### config.mk
export PLATFORM = sky130hd
export DESIGN_NAME = dmem_arbiter_flat
export DESIGN_NICKNAME = d
export VERILOG_FILES = /design/src/rtl/dmem_arb_pkg.sv /design/src/rtl/dmem_arbiter_if.sv /design/src/rtl/dmem_arb_rsp.sv /design/src/rtl/dmem_arbiter.sv /design/src/flat_wrapper.sv
export SDC_FILE = /design/constraint.sdc
export NUM_CORES = 1
export LEC_CHECK = 0
export CORE_MARGIN = 5
export CORE_UTILIZATION = 33
export DETAILED_ROUTE_END_ITERATION = 10
export PLACE_DENSITY = 0.73
export SETUP_SLACK_MARGIN = 0.4
export SYNTH_ARGS = -nofsm -noshare
export SYNTH_HDL_FRONTEND = slang
export SYNTH_SLANG_ARGS = --single-unit
### constraint.sdc
create_clock -name clk -period 5.7 [get_ports clk]
set_clock_uncertainty 0.05 [all_clocks]
set_input_delay 1.14 -clock clk [delete_from_list [all_inputs] [get_ports clk]]
set_output_delay 1.14 -clock clk [all_outputs]
set_load 0.01 [all_outputs]
### src/rtl/dmem_arb_pkg.sv
// Shared types and defaults for the data-memory arbiter.
package dmem_arb_pkg;

  typedef enum logic [1:0] {
    OWN_IDLE = 2'd0,
    OWN_CPU  = 2'd1,
    OWN_DBG  = 2'd2
  } owner_t;

  localparam logic REQ_CPU = 1'b0;
  localparam logic REQ_DBG = 1'b1;

  localparam int DMEM_ADDR_W = 4;
  localparam int DMEM_DATA_W = 8;

endpackage

### src/rtl/dmem_arbiter_if.sv
// One requester's command/response bundle toward the data-memory arbiter.
// Handshake: the master holds req/we/lock/addr/wdata stable until it samples gnt=1;
// the transfer happens in that cycle, and a read returns rdata with a 1-cycle rvalid pulse in the next cycle.
interface dmem_arbiter_if #(
  parameter int ADDR_W = 4,
  parameter int DATA_W = 8
);
  logic              req;
  logic              we;
  logic              lock;
  logic [ADDR_W-1:0] addr;
  logic [DATA_W-1:0] wdata;
  logic              gnt;
  logic              rvalid;
  logic [DATA_W-1:0] rdata;

  modport master (output req, we, lock, addr, wdata, input gnt, rvalid, rdata);
  modport slave  (input req, we, lock, addr, wdata, output gnt, rvalid, rdata);
endinterface

### src/rtl/dmem_arb_rsp.sv
// Read-return register for one arbiter port: captures memory data on a read grant
// and pulses rvalid the following cycle; rdata holds until the next read.
module dmem_arb_rsp #(
  parameter int DATA_W = 8
) (
  input  logic              clk,
  input  logic              rst,
  input  logic              rd_i,
  input  logic [DATA_W-1:0] mem_rdata_i,
  output logic              rvalid_o,
  output logic [DATA_W-1:0] rdata_o
);

  logic              rvalid_q;
  logic [DATA_W-1:0] rdata_q, rdata_d;

  always_comb begin
    rdata_d = rdata_q;
    if (rd_i) rdata_d = mem_rdata_i;
  end

  always_ff @(posedge clk or posedge rst) begin
    if (rst) begin
      rvalid_q <= 1'b0;
      rdata_q  <= '0;
    end else begin
      rvalid_q <= rd_i;
      rdata_q  <= rdata_d;
    end
  end

  assign rvalid_o = rvalid_q;
  assign rdata_o  = rdata_q;

endmodule

### src/rtl/dmem_arbiter.sv
// Shares the single-port data memory between the CPU and the debug/DMA requester.
// Define DMEM_ARB_RR_EN for round-robin contention; otherwise fixed CPU priority with dbg starvation override.
module dmem_arbiter
  import dmem_arb_pkg::*;
#(
  parameter int ADDR_W     = DMEM_ADDR_W,
  parameter int DATA_W     = DMEM_DATA_W,
  parameter int STARVE_MAX = 4
) (
  input  logic              clk,
  input  logic              rst,
  dmem_arbiter_if.slave     cpu,
  dmem_arbiter_if.slave     dbg,
  output logic              mem_e_o,
  output logic              mem_we_o,
  output logic [ADDR_W-1:0] mem_addr_o,
  output logic [DATA_W-1:0] mem_wdata_o,
  input  logic [DATA_W-1:0] mem_rdata_i,
  output owner_t            owner_o
);

  owner_t owner_q, owner_d;
  logic   gnt_cpu, gnt_dbg;
  logic   dbg_force;  // dbg wins even against an OWN_CPU lock
  logic   dbg_pref;   // dbg wins an IDLE contention

`ifdef DMEM_ARB_RR_EN
  logic last_win_q, last_win_d;

  assign dbg_force = 1'b0;
  assign dbg_pref  = (last_win_q == REQ_CPU);

  always_comb begin
    last_win_d = last_win_q;
    if (gnt_cpu) last_win_d = REQ_CPU;
    else if (gnt_dbg) last_win_d = REQ_DBG;
  end

  always_ff @(posedge clk or posedge rst) begin
    if (rst) last_win_q <= REQ_DBG;
    else     last_win_q <= last_win_d;
  end
`else
  localparam int SCW = $clog2(STARVE_MAX + 1);
  localparam logic [SCW-1:0] STARVE_LIM = SCW'(STARVE_MAX);

  logic [SCW-1:0] starve_cnt_q, starve_cnt_d;

  assign dbg_force = dbg.req && (starve_cnt_q == STARVE_LIM);
  assign dbg_pref  = dbg_force;

  always_comb begin
    starve_cnt_d = starve_cnt_q;
    if (!dbg.req || gnt_dbg)           starve_cnt_d = '0;
    else if (starve_cnt_q != STARVE_LIM) starve_cnt_d = starve_cnt_q + SCW'(1);
  end

  always_ff @(posedge clk or posedge rst) begin
    if (rst) starve_cnt_q <= '0;
    else     starve_cnt_q <= starve_cnt_d;
  end
`endif

  // An owner that drops req releases ownership in the same cycle, so that cycle arbitrates as IDLE.
  always_comb begin
    gnt_cpu = 1'b0;
    gnt_dbg = 1'b0;
    if (!rst) begin
      if (owner_q == OWN_CPU && cpu.req) begin
        if (dbg_force) gnt_dbg = 1'b1;
        else           gnt_cpu = 1'b1;
      end else if (owner_q == OWN_DBG && dbg.req) begin
        gnt_dbg = 1'b1;
      end else if (cpu.req && dbg.req) begin
        if (dbg_pref) gnt_dbg = 1'b1;
        else          gnt_cpu = 1'b1;
      end else begin
        gnt_cpu = cpu.req;
        gnt_dbg = dbg.req;
      end
    end
  end

  always_comb begin
    owner_d = OWN_IDLE;
    if (gnt_cpu && cpu.lock)      owner_d = OWN_CPU;
    else if (gnt_dbg && dbg.lock) owner_d = OWN_DBG;
  end

  always_ff @(posedge clk or posedge rst) begin
    if (rst) owner_q <= OWN_IDLE;
    else     owner_q <= owner_d;
  end

  always_comb begin
    mem_e_o     = gnt_cpu | gnt_dbg;
    mem_we_o    = 1'b0;
    mem_addr_o  = '0;
    mem_wdata_o = '0;
    if (gnt_cpu) begin
      mem_we_o    = cpu.we;
      mem_addr_o  = cpu.addr;
      mem_wdata_o = cpu.wdata;
    end else if (gnt_dbg) begin
      mem_we_o    = dbg.we;
      mem_addr_o  = dbg.addr;
      mem_wdata_o = dbg.wdata;
    end
  end

  assign cpu.gnt = gnt_cpu;
  assign dbg.gnt = gnt_dbg;
  assign owner_o = owner_q;

  dmem_arb_rsp #(.DATA_W(DATA_W)) u_rsp_cpu (
    .clk        (clk),
    .rst        (rst),
    .rd_i       (gnt_cpu & ~cpu.we),
    .mem_rdata_i(mem_rdata_i),
    .rvalid_o   (cpu.rvalid),
    .rdata_o    (cpu.rdata)
  );

  dmem_arb_rsp #(.DATA_W(DATA_W)) u_rsp_dbg (
    .clk        (clk),
    .rst        (rst),
    .rd_i       (gnt_dbg & ~dbg.we),
    .mem_rdata_i(mem_rdata_i),
    .rvalid_o   (dbg.rvalid),
    .rdata_o    (dbg.rdata)
  );

endmodule

### src/flat_wrapper.sv
// flat-port wrapper written by rule: the top's interface ports become plain ports
module dmem_arbiter_flat import dmem_arb_pkg::*;
#(
  parameter int ADDR_W     = DMEM_ADDR_W,
  parameter int DATA_W     = DMEM_DATA_W,
  parameter int STARVE_MAX = 4
)
  (clk, rst, mem_e_o, mem_we_o, mem_addr_o, mem_wdata_o, mem_rdata_i, owner_o, cpu_req, cpu_we, cpu_lock, cpu_addr, cpu_wdata, cpu_gnt, cpu_rvalid, cpu_rdata, dbg_req, dbg_we, dbg_lock, dbg_addr, dbg_wdata, dbg_gnt, dbg_rvalid, dbg_rdata);
  dmem_arbiter_if #(.ADDR_W(ADDR_W), .DATA_W(DATA_W)) cpu_i ();
  dmem_arbiter_if #(.ADDR_W(ADDR_W), .DATA_W(DATA_W)) dbg_i ();
  input  logic clk;
  input  logic rst;
  output logic mem_e_o;
  output logic mem_we_o;
  output logic [ADDR_W-1:0] mem_addr_o;
  output logic [DATA_W-1:0] mem_wdata_o;
  input  logic [DATA_W-1:0] mem_rdata_i;
  output owner_t owner_o;
  input wire logic [$bits(cpu_i.req)-1:0] cpu_req;
  input wire logic [$bits(cpu_i.we)-1:0] cpu_we;
  input wire logic [$bits(cpu_i.lock)-1:0] cpu_lock;
  input wire logic [$bits(cpu_i.addr)-1:0] cpu_addr;
  input wire logic [$bits(cpu_i.wdata)-1:0] cpu_wdata;
  output wire logic [$bits(cpu_i.gnt)-1:0] cpu_gnt;
  output wire logic [$bits(cpu_i.rvalid)-1:0] cpu_rvalid;
  output wire logic [$bits(cpu_i.rdata)-1:0] cpu_rdata;
  input wire logic [$bits(dbg_i.req)-1:0] dbg_req;
  input wire logic [$bits(dbg_i.we)-1:0] dbg_we;
  input wire logic [$bits(dbg_i.lock)-1:0] dbg_lock;
  input wire logic [$bits(dbg_i.addr)-1:0] dbg_addr;
  input wire logic [$bits(dbg_i.wdata)-1:0] dbg_wdata;
  output wire logic [$bits(dbg_i.gnt)-1:0] dbg_gnt;
  output wire logic [$bits(dbg_i.rvalid)-1:0] dbg_rvalid;
  output wire logic [$bits(dbg_i.rdata)-1:0] dbg_rdata;
  assign cpu_i.req = cpu_req;
  assign cpu_i.we = cpu_we;
  assign cpu_i.lock = cpu_lock;
  assign cpu_i.addr = cpu_addr;
  assign cpu_i.wdata = cpu_wdata;
  assign cpu_gnt = cpu_i.gnt;
  assign cpu_rvalid = cpu_i.rvalid;
  assign cpu_rdata = cpu_i.rdata;
  assign dbg_i.req = dbg_req;
  assign dbg_i.we = dbg_we;
  assign dbg_i.lock = dbg_lock;
  assign dbg_i.addr = dbg_addr;
  assign dbg_i.wdata = dbg_wdata;
  assign dbg_gnt = dbg_i.gnt;
  assign dbg_rvalid = dbg_i.rvalid;
  assign dbg_rdata = dbg_i.rdata;
  dmem_arbiter #(.ADDR_W(ADDR_W), .DATA_W(DATA_W), .STARVE_MAX(STARVE_MAX)) u_core (.clk(clk), .rst(rst), .cpu(cpu_i), .dbg(dbg_i), .mem_e_o(mem_e_o), .mem_we_o(mem_we_o), .mem_addr_o(mem_addr_o), .mem_wdata_o(mem_wdata_o), .mem_rdata_i(mem_rdata_i), .owner_o(owner_o));
endmodule
==> results.json, run 1 <==
{
  "hold_viol": 0,
  "syn-cell-area_um2": 1230,
  "cts_resized": 0,
  "fmax_ghz": 0.212,
  "clkSinkCount": 23,
  "initial_core_util": 0.339,
  "area_delta_synth_final_pct": 66.7,
  "synthFlopType": "dfrtp_1",
  "yosysSeqAreaShare": 0.467,
  "sw_frac_of_total": 0.273,
  "synth_area_per_cell_um2": 11.5,
  "clk_path_buf_depth": 2,
  "die_w_um": 71.1,
  "grt_max_degree": 26,
  "drive_gt1_frac": 0.110,
  "synth_edf_count": 0,
  "dp_hpwl_um": 2890,
  "tns_ns": 0,
  "worstReg2RegStart": "u_core.starve_cnt_q[0]",
  "gp_congestion": 0.814,
  "first_pass_iters": 4,
  "required_ns": 4.51,
  "clk_latency_ns": 0.26,
  "synth_area_leaders": "dfrtp_1, mux2_4, a32oi_1, nor2_1, mux2_1",
  "drc_errors": 0,
  "synth_top_area_share": 0.467,
  "grt_overflow_total": 0,
  "critPathMaxFanout": 17,
  "yosysUniqueCellTypes": 28,
  "worst_setup_hold_path_clk_slew_ns": 0.08,
  "p_per_area_nw_per_um2": 239,
  "cts_tree": "built",
  "layout_min_cycle_time_ns": 4.73,
  "first_iter_violations": 37,
  "cp-start-kind": "input port",
  "rsz0062_at_grt": "no",
  "fin_hold_ws_ns": 0.444,
  "grt_antenna_before_repair": 0,
  "row_count": 22,
  "hold_path.class": "flop to flop",
  "yosysTopAreaCell": "dfrtp_1",
  "synth_seq_cells": 23,
  "leakage_nw": 0.862,
  "pin_count": 76,
  "power_frac_comb": 0.373,
  "cts_buffers": 3,
  "core_um2": 3630,
  "drv_cap": 0,
  "p_sw_mw": 0.134,
  "p_clk_frac": 0.202,
  "post_drt_wl_per_cell_um": 15.7,
  "async_flop_share": 1.00,
  "p_int_mw": 0.357,
  "netlist_instances": 107,
  "n_antenna_cell": 0,
  "antenna_left": 0,
  "post_cts_buffers": 0,
  "port_buffers": 75,
  "routed_via_density": 4.81,
  "vdd_drop_max_mv": 0.146,
  "tightest_slew_ns": 0.963,
  "root_buffer": "clkbuf_8",
  "slew_violations": 0,
  "first_global_vias": 1164,
  "timing.hold.worst.start": "u_core.u_rsp_cpu.rdata_o[2]",
  "syn_nets": 149,
  "htreeDepth": 1,
  "finalSetupViolations": 0,
  "share_seq_of_total_power": 0.425,
  "maxSlewHeadroom": 0.356,
  "startpoint": "cpu_req",
  "yosysWarnings": 0,
  "wl_um": 3600,
  "die-area_um2": 5050,
  "postCtsHoldBufs": 0,
  "vias": 1102,
  "period_share": 0.829,
  "grt_pass1_wl_um": 5470,
  "nets": 224,
  "critPathCaptureType": "primary output",
  "crit_arrival_ns": 3.54,
  "die_h_um": 71.1,
  "status": "finished, final reports clean",
  "worstSetupPathType": "input port to primary output",
  "track_usage": 0.133,
  "nFillCells": 329
}
per-stage QoR:
stage	power [mW]	setup WS, ns	util	std cells	cell area, um2
floorplan	0.288	2.34	-	107	1230
global placement	0.392	1.12	0.552	225	2010
detailed placement	0.397	0.972	0.552	225	2010
CTS	0.497	0.981	0.565	229	2050
global route	0.515	0.832	0.565	229	2050
finish	0.491	0.973	0.565	229	2050
cell usage in the layout (no fill, tap or decap):
cell and instances:
ha_1 2, nand2_1 4, clkinv_2 1, a32oi_1 13
and2_4 1, a21boi_1 1, buf_4 2, a21boi_0 1
mux2_2 2, mux2_1 6, inv_1 4, nor3b_1 1
clkbuf_8 3, nand3_4 1, dfrtp_1 23, nand2b_1 2
o21ai_0 1, clkdlybuf4s50_1 75, xnor2_1 1, clkinv_1 1
mux2_4 8, nor2b_1 1, nor2_1 20, and2_1 1
a211o_1 1, a21boi_4 1, nor3_1 1, a21oi_1 2
o21ai_4 1
cells by family after synthesis:
family / after synthesis / share of synthesized area
and+or+nand+nor: 32 / 0.125
DFF: 23 / 0.467
AOI/OAI and AO/OA: 21 / 0.152
muxes: 16 / 0.171
buffers and inverters: 12 / 0.0569
adders and majority gates: 2 / 0.0203
xor gates and xnor gates: 1 / 0.00712
routing by layer:
metal,part of all wire,vias to the layer above,global-route usage
met5,0,-,0
met4,0.017,0,0.0376
met3,0.033,6,0.0313
met2,0.56,24,0.250
met1,0.39,545,0.149
li1,-,527,-
power groups by stage:
stage	logic, mW	registers [mW]	clock network, mW
finish	0.183	0.209	0.0992
global route	0.194	0.212	0.109
CTS	0.186	0.209	0.102
detailed placement	0.185	0.212	0
global placement	0.182	0.210	0
floorplan	0.0657	0.222	0
worst max-delay path, cell delays in order:
cell             delay, ns
clkdlybuf4s50_1       0.41
buf_4                 0.20
a21boi_4              0.16
a21boi_1              0.77
a32oi_1               0.12
nor2_1                0.16
clkdlybuf4s50_1       0.56
final timing paths:
path	end	slack (ns)	depth (start not counted)
setup / recovery	mem_wdata_o[0]	0.97	7
hold / removal	u_core.u_rsp_cpu.rdata_o[2]	0.44	1
setup reg to reg	u_core.u_rsp_cpu.rdata_o[7]	3.64	6
hold reg to reg	u_core.u_rsp_cpu.rdata_o[2]	0.44	1
max in group asynchronous	u_core.u_rsp_dbg.rvalid_o	3.77	3
min in group asynchronous	u_core.owner_o[1]	1.60	3
synth_stat cells (2+ instances only):
master / number
mux2_1: 6
nand2b_1: 2
nand2_1: 4
nor2_1: 20
buf_6: 3
dfrtp_1: 23
a21oi_1: 2
a32oi_1: 13
mux2_2: 2
inv_1: 4
ha_1: 2
clkbuf_1: 2
mux2_4: 8
buf_2: 2
registers in the layout, summed over array words and instances (netlist names):
signal                     flops
u_core.starve_cnt_q            3
u_core.u_rsp_dbg.rvalid_o      1
u_core.owner_o                 2
u_core.u_rsp_cpu.rvalid_o      1
u_core.u_rsp_cpu.rdata_o       8
u_core.u_rsp_dbg.rdata_o       8
layout make-up:
class | count | area [um2] | share of cell area
clock inverters | 1 | 5.00 | 0.00244
flip-flops and latches | 23 | 576 | 0.280
inverters | 5 | 18.8 | 0.00915
well taps | 48 | 60.1 | 0.0293
repair buffers | 77 | 766 | 0.373
clock buffers | 3 | 41.3 | 0.0201
multi-input cells | 72 | 586 | 0.285
No activity file was read; power rests on OpenSTA's default activity.
==> run 2: changes to the inputs <==
- PLACE_DENSITY: 0.73 -> 0.76
- clock period: 5.7 -> 3.9 ns (I/O delays scaled with it)
==> results.json, run 2 (same netlist as run 1, synthesis figures left out) <==
{
  "crit_arrival_ns": 2.53,
  "die_h_um": 71.1,
  "slew_violations": 0,
  "port_buffers": 75,
  "vdd_drop_max_mv": 0.200,
  "nets": 226,
  "tns_ns": 0,
  "row_count": 22,
  "grt_max_degree": 25,
  "hold_path.class": "flop to flop",
  "p_per_area_nw_per_um2": 348,
  "critPathMaxFanout": 13,
  "first_pass_iters": 4,
  "routed_via_density": 4.97,
  "initial_core_util": 0.339,
  "mostFrequentLayoutCells": "clkdlybuf4s50_1, dfrtp_1, nor2_1",
  "worstSetupPathType": "input port to primary output",
  "vias": 1149,
  "cts_buffers": 3,
  "antenna_left": 0,
  "die-area_um2": 5050,
  "dp.cells": 227,
  "place_ws_ns": 0.531,
  "crit_path_top_delay_cell": "clkdlybuf4s50_1",
  "fin_hold_ws_ns": 0.446,
  "first_iter_violations": 55,
  "worst_path_largest_cell_delay_ns": 0.60,
  "cp-start-kind": "input port",
  "worst_setup_hold_path_clk_slew_ns": 0.08,
  "required_ns": 3.07,
  "htreeDepth": 1,
  "setup_ws_ns": 0.542,
  "drive_gt1_frac": 0.120,
  "root_buffer": "clkbuf_8",
  "hold_viol": 0,
  "critPathCaptureType": "primary output",
  "clkSinkCount": 23,
  "stdcell_area_um2": 2070,
  "first_global_vias": 1240,
  "post_cts_buffers": 0,
  "rsz0062_at_grt": "no",
  "fmax_ghz": 0.298,
  "gp_congestion": 0.934,
  "core_um2": 3630,
  "layout_commonest_cell": "clkdlybuf4s50_1",
  "drv_cap": 0,
  "dp_hpwl_um": 3150,
  "layout_min_cycle_time_ns": 3.36,
  "cts_tree": "built",
  "tightest_slew_ns": 0.573,
  "status": "finished, final reports clean",
  "n_antenna_cell": 0,
  "clk_latency_ns": 0.26,
  "grt_pass1_wl_um": 6270,
  "track_usage": 0.157,
  "area_delta_synth_final_pct": 67.9,
  "die_w_um": 71.1,
  "finalSetupViolations": 0,
  "cts_resized": 0,
  "leakage_nw": 0.872,
  "post_drt_wl_per_cell_um": 16.9,
  "maxSlewHeadroom": 0.618,
  "stdcell_count": 231,
  "grt_overflow_total": 0,
  "placed_area_um2": 2020,
  "postCtsHoldBufs": 0,
  "drc_errors": 0,
  "crit_chain": "clkdlybuf4s50_1 > a21boi_1 > buf_4 > a32oi_1 > nor2_1 > clkdlybuf4s50_1",
  "period_share": 0.861,
  "crit_top_cell": "clkdlybuf4s50_1",
  "fin_util": 0.569,
  "clk_path_buf_depth": 2,
  "grt_antenna_before_repair": 0,
  "wl_um": 3910,
  "pin_count": 76,
  "p_total_mw": 0.719,
  "r2r_setup_slack_ns": 1.84
}
==> run 2: cell types whose count changed in the layout (fill, tap and decap cells not counted) <==
cell / before / now
buf_4: 2 / 4
==> run 2: final timing paths <==
kind,from,endpoint,cells past startpoint
setup / recovery,dbg_req,mem_wdata_o[3],6
hold / removal,u_core.u_rsp_cpu.rdata_o[2],u_core.u_rsp_cpu.rdata_o[2],1
setup reg to reg,u_core.starve_cnt_q[0],u_core.u_rsp_cpu.rdata_o[6],6
hold reg to reg,u_core.u_rsp_cpu.rdata_o[2],u_core.u_rsp_cpu.rdata_o[2],1
max in group asynchronous,rst,u_core.u_rsp_dbg.rdata_o[1],4
min in group asynchronous,rst,u_core.u_rsp_cpu.rdata_o[2],4
==> run 2: worst max-delay path, delay by kind of cell <==
kind	cells	cell delay, ns
AOI/OAI and AO/OA	2	0.27
buffers and inverters	3	1.35
and+or+nand+nor	1	0.12
==> run 2: cell type report <==
type                    count  area, um2
clock buffers               3       41.3
clock inverters             1       5.00
fillers                   317       1570
inverters                   5       18.8
multi-input cells          72        586
flip-flops and latches     23        576
well taps                  48       60.1
repair buffers             79        781
==> run 2: per-layer routing <==
| metal | GRT usage | part of all wire |
|---|---|---|
| met5 | 0 | 0 |
| met2 | 0.267 | 0.47 |
| met4 | 0.0626 | 0.024 |
| met3 | 0.0398 | 0.087 |
| met1 | 0.189 | 0.42 |
==> run 2: power breakdown <==
part / leakage [nW] / internal, mW / switching (mW)
sequential: 0.285 / 0.280 / 0.0237
combinational: 0.562 / 0.172 / 0.0999
clock: 0.0255 / 0.0712 / 0.0718
total: 0.872 / 0.524 / 0.195
